File: src/rtl/pipeline_pkg.sv
// Shared types for the pipeline hazard sequencer.
package pipeline_pkg;

    localparam int REG_W = 3;

    typedef logic [REG_W-1:0] regnum_t;

    typedef enum logic [1:0] {
        RUN   = 2'd0,
        HAZ   = 2'd1,
        MEMW  = 2'd2,
        FLUSH = 2'd3
    } hz_state_t;

    // Control word loaded into execute when bubble_s2 is asserted.
    localparam logic [31:0] NOP_CTRL = 32'h0000_0000;

endpackage

File: src/rtl/pipeline_hazard_ctrl_cmp.sv
// hazard_cmp: one readreg source against one older writer stage.
module hazard_cmp
    import pipeline_pkg::*;
#(
    parameter int REGNUM_W = 3
) (
    input  logic                s1_valid,
    input  logic                use_src,
    input  logic [REGNUM_W-1:0] src,
    input  logic                wr,
    input  logic [REGNUM_W-1:0] rd,
    output logic                conflict
);

    // R0 is an ordinary register, so no zero-register exemption here.
    assign conflict = s1_valid & use_src & wr & (src == rd);

endmodule

File: src/rtl/pipeline_hazard_ctrl.sv
// Central sequencer for the 5-stage pipe: RAW stalls, memory freeze,
// taken-branch flush and saturating performance counters.
module pipeline_hazard_ctrl
    import pipeline_pkg::*;
#(
    parameter int REGNUM_W      = 3,
    parameter bit WRITE_THROUGH = 1'b1,
    parameter int CNT_W         = 16
) (
    input  logic                clk,
    input  logic                rst,
    input  logic                s1_valid,
    input  logic [REGNUM_W-1:0] s1_rm,
    input  logic [REGNUM_W-1:0] s1_rn,
    input  logic [REGNUM_W-1:0] s1_rd,
    input  logic                s1_use_rm,
    input  logic                s1_use_rn,
    input  logic                s1_use_rd,
    input  logic                s2_wr,
    input  logic                s3_wr,
    input  logic                s4_wr,
    input  logic [REGNUM_W-1:0] s2_rd,
    input  logic [REGNUM_W-1:0] s3_rd,
    input  logic [REGNUM_W-1:0] s4_rd,
    input  logic                s3_mem_req,
    input  logic                mem_ready,
    input  logic                branch_taken,
    output logic                update_s0,
    output logic                update_s1,
    output logic                bubble_s2,
    output logic                flush_s1,
    output logic                en_s2_s4,
    output logic [1:0]          state_out,
    output logic [CNT_W-1:0]    stall_cnt,
    output logic [CNT_W-1:0]    flush_cnt
);

    localparam logic [CNT_W-1:0] CNT_MAX = '1;

    hz_state_t state, state_nxt;

    logic [REGNUM_W-1:0] src  [3];
    logic                use_ [3];
    logic                wr   [3];
    logic [REGNUM_W-1:0] dst  [3];
    logic                conflict [3][3];

    logic raw_s2, raw_s3, raw_s4, raw, mem_wait;
    logic stall_inc, flush_inc;

    assign src[0]  = s1_rm;
    assign src[1]  = s1_rn;
    assign src[2]  = s1_rd;
    assign use_[0] = s1_use_rm;
    assign use_[1] = s1_use_rn;
    assign use_[2] = s1_use_rd;
    assign wr[0]   = s2_wr;
    assign wr[1]   = s3_wr;
    assign wr[2]   = s4_wr;
    assign dst[0]  = s2_rd;
    assign dst[1]  = s3_rd;
    assign dst[2]  = s4_rd;

    for (genvar k = 0; k < 3; k++) begin : g_stage
        for (genvar i = 0; i < 3; i++) begin : g_src
            hazard_cmp #(.REGNUM_W(REGNUM_W)) u_cmp (
                .s1_valid (s1_valid),
                .use_src  (use_[i]),
                .src      (src[i]),
                .wr       (wr[k]),
                .rd       (dst[k]),
                .conflict (conflict[k][i])
            );
        end
    end

    assign raw_s2 = conflict[0][0] | conflict[0][1] | conflict[0][2];
    assign raw_s3 = conflict[1][0] | conflict[1][1] | conflict[1][2];
    // With a write-through register file, a regwrt writer is already visible.
    assign raw_s4 = (conflict[2][0] | conflict[2][1] | conflict[2][2]) & !WRITE_THROUGH;
    assign raw    = raw_s2 | raw_s3 | raw_s4;

    assign mem_wait = s3_mem_req & !mem_ready;

    // A RAW hidden behind a taken branch causes no stall, since the branch kills it.
    assign stall_inc = mem_wait | (raw & !branch_taken);
    assign flush_inc = branch_taken & !mem_wait;

    assign state_out = state;

    // State register: records the condition decoded in the previous cycle.
    always_ff @(posedge clk or negedge rst) begin
        if (!rst) begin
            state <= RUN;
        end else begin
            state <= state_nxt;
        end
    end

    // Mealy decode of the current-cycle condition; reset forces a safe word.
    always_comb begin
        state_nxt = RUN;
        update_s0 = 1'b1;
        update_s1 = 1'b1;
        bubble_s2 = 1'b0;
        flush_s1  = 1'b0;
        en_s2_s4  = 1'b1;
        if (mem_wait) begin
            state_nxt = MEMW;
            update_s0 = 1'b0;
            update_s1 = 1'b0;
            en_s2_s4  = 1'b0;
        end else if (branch_taken) begin
            state_nxt = FLUSH;
            flush_s1  = 1'b1;
            bubble_s2 = 1'b1;
        end else if (raw) begin
            state_nxt = HAZ;
            update_s0 = 1'b0;
            update_s1 = 1'b0;
            bubble_s2 = 1'b1;
        end
        if (!rst) begin
            update_s0 = 1'b0;
            update_s1 = 1'b0;
            en_s2_s4  = 1'b0;
            bubble_s2 = 1'b1;
            flush_s1  = 1'b1;
        end
    end

    // Saturating stall/freeze cycle counter.
    always_ff @(posedge clk or negedge rst) begin
        if (!rst) begin
            stall_cnt <= '0;
        end else if (stall_inc && stall_cnt != CNT_MAX) begin
            stall_cnt <= stall_cnt + 1'b1;
        end
    end

    // Saturating taken-branch flush counter.
    always_ff @(posedge clk or negedge rst) begin
        if (!rst) begin
            flush_cnt <= '0;
        end else if (flush_inc && flush_cnt != CNT_MAX) begin
            flush_cnt <= flush_cnt + 1'b1;
        end
    end

endmodule

File: config.mk
export PLATFORM = sky130hd
export DESIGN_NAME = pipeline_hazard_ctrl
export DESIGN_NICKNAME = d
export VERILOG_FILES = /design/src/rtl/pipeline_pkg.sv /design/src/rtl/pipeline_hazard_ctrl_cmp.sv /design/src/rtl/pipeline_hazard_ctrl.sv
export SDC_FILE = /design/constraint.sdc
export NUM_CORES = 1
export LEC_CHECK = 0
export ABC_CLOCK_PERIOD_IN_PS = 2900
export CORE_MARGIN = 4
export CORE_UTILIZATION = 49
export CTS_BUF_LIST = sky130_fd_sc_hd__clkbuf_8
export CTS_CLUSTER_DIAMETER = 60
export DETAILED_ROUTE_END_ITERATION = 7
export PLACE_DENSITY = 0.85
export SLEW_MARGIN = 40
export SYNTH_ARGS = -nofsm -noshare
export SYNTH_HDL_FRONTEND = slang
export SYNTH_SLANG_ARGS = --single-unit
File: constraint.sdc
create_clock -name clk -period 2.9 [get_ports clk]
set_input_delay 0.435 -clock clk [delete_from_list [all_inputs] [get_ports clk]]
set_output_delay 0.435 -clock clk [all_outputs]
set_load 0.03 [all_outputs]
==> metrics.cfg <==
[timing]
rsz0062_at_grt=false
fin_skew_ns=0.00417
min_period_over_period=0.965
hold_viol_final=0
worstMarginPinSlew_ns=0.550
period_needed_ns=2.80
holdWs_ns=0.489
finalSetupViolCount=0
max_slew_margin=0.630
drv_slew=0
tns_ns=0
fmax_mhz=357
setup_slack_ns=0.103

[cells_and_area]
post-route-util=0.730
syn2layout_area_growth_pct=43.3
final_common_cell=clkdlybuf4s50_1
layout_common_cells=57 x clkdlybuf4s50_1, 34 x dfrtp_1, 22 x xor2_1, 22 x nand3_1, 21 x xnor2_1
antenna_cells=0
nets=281
layout-drive-gt1-share=0.112

[yosys]
syn_area_um2=1870
synthesis.nets=208
ys_seq_elements=34
synthFlopType=dfrtp_1
ys_types=28
postSynthAreaPerCell_um2=10.6
yosys.area.top_type=dfrtp_1
synth_edf_count=0
async_flop_share=1.00
yosysTopAreaCellShare=0.456
synthTopCellsByArea=dfrtp_1 46%, xor2_1 10%, xnor2_1 9.9%
syn_inst=176
synth_seq_area_share=0.456
ys_warn_count=0

[cts]
clkTransAtPathRegs_ns=0.07
clock_latency_ns=0.29
cts-buffers-inserted=5
clockRootBuffer=clkbuf_8
cts_buffer_depth=2
cts.sinks=34
cts_resized=0
cts_max_level=2
cts_setup_buffers=0
ctsHoldBuffers=0
tritoncts=yes

[worst_setup_path]
start_kind=primary input
startpoint=s1_rm[2]
critical_path_arrival_ns=2.36
path_max_fanout=2
cp-end-kind=output port
worstPathRequired_ns=2.47
critPathKind=in2out
r2r-start=stall_cnt[0]

[power]
p_leak_nw=1.20
clkPwrFrac=0.221
ir_drop_v=0.000527
power_density_nw_per_um2=619
combPwrFrac=0.371
switching_share=0.372
switchingPower_mw=0.617
seq_power_share=0.409
intPower_mw=1.04

[floorplan]
std_cell_rows=22
start_util=0.510
die_h_um=69.7
ios=69
core-area_um2=3660
die_area_um2=4860
die_x_um=69.7

[detailed_routing]
antenna_left=0
wire_per_inst_um=14.0
viasPerCell=5.10
drc=0
initialDrtViolationCount=86
num_vias=1521
first_pass_iters=4
drt_wl_total_um=4170

[grt]
grt_max_degree=17
grt_remaining_overflow=0
antenna_found_initial=0
track_usage=0.184
grt_pass1_vias=1557
grt_pass1_wl_um=7200

[placed_design]
dp_hpwl_um=3380
portBuffers=64
place.gp.congestion=0.868
dp_slack_ns=0.0728

[run]
maxCapViolCount=0

[hold_path]
hold_class=reg2reg
holdCritStartpoint=stall_cnt[9]

[outcome]
outcome=finished, final reports clean

[final cells by class]
cell class / instances / area (um2)
clock buffers: 6 / 82.6
clock inverters: 2 / 12.5
fillers: 267 / 987
inverters: 2 / 7.51
multi-input cells: 137 / 985
flip-flops and latches: 34 / 851
well taps: 48 / 60.1
repair buffers: 69 / 676
[cell families (layout without fill, tap and decap cells)]
group	Yosys count	count (layout)	synth area share
compound gates	7	7	0.0490
flops	34	34	0.456
mux	6	6	0.0362
xor+xnor	43	43	0.202
fa+ha+maj	2	2	0.0134
simple gates	79	79	0.227
buf+inv	5	79	0.0161
[flip-flops by register name (all words and copies together) (netlist names)]
register,count
flush_cnt,16
stall_cnt,16
state_out,2
[synth_stat cells (all sizes together), types with 2 or more instances]
cell type,count
and2,3
and3,7
and4,2
buf,2
dfrtp,34
ha,2
inv,2
mux2,6
nand2,16
nand2b,5
nand3,22
nand4,6
nor2,6
nor3,3
nor4,6
o21ai,3
or4,2
xnor2,21
xor2,22
[metal layers]
metal  global-route usage  wire, um  part of all wire  up-vias
met3               0.0594       266             0.064        7
met2                0.300      2090              0.50       47
met5                    0         0                 0        -
li1                     -         -                 -      761
met1                0.230      1750              0.42      706
met4               0.0681        59             0.014        0
[stage by stage]
step	instance area [um2]	power (mW)	std cells
2_1_floorplan	1870	1.02	176
3_3_place_gp	2570	1.29	290
3_5_place_dp	2570	1.30	290
4_1_cts	2670	1.67	298
5_1_grt	2670	1.75	298
6_report	2670	1.66	298
[final timing paths]
| check | end | slack, ns | cells after the start |
|---|---|---|---|
| worst max-delay path | bubble_s2 | 0.10 | 7 |
| worst min-delay path | stall_cnt[9] | 0.49 | 1 |
| worst max register to register | stall_cnt[1] | 0.72 | 7 |
| worst min register to register | stall_cnt[9] | 0.49 | 1 |
| max in group asynchronous | flush_cnt[2] | 2.15 | 2 |
| min in group asynchronous | flush_cnt[15] | 0.52 | 2 |
[critical path: stages]
cell and delay, ns:
clkdlybuf4s50_1 0.52, xor2_1 0.20, nor4_1 0.09, or4_4 0.54
o31a_1 0.26, nand2b_1 0.14, buf_4 0.17
[power by group through the flow]
stage / sequential [mW] / clock, mW / combinational (mW)
floorplan: 0.837 / 0 / 0.179
global route: 0.696 / 0.397 / 0.656
CTS: 0.677 / 0.371 / 0.621
detailed placement: 0.685 / 0 / 0.620
global placement: 0.682 / 0 / 0.610
finish: 0.676 / 0.366 / 0.614
Power figures use the tool's default switching activity.
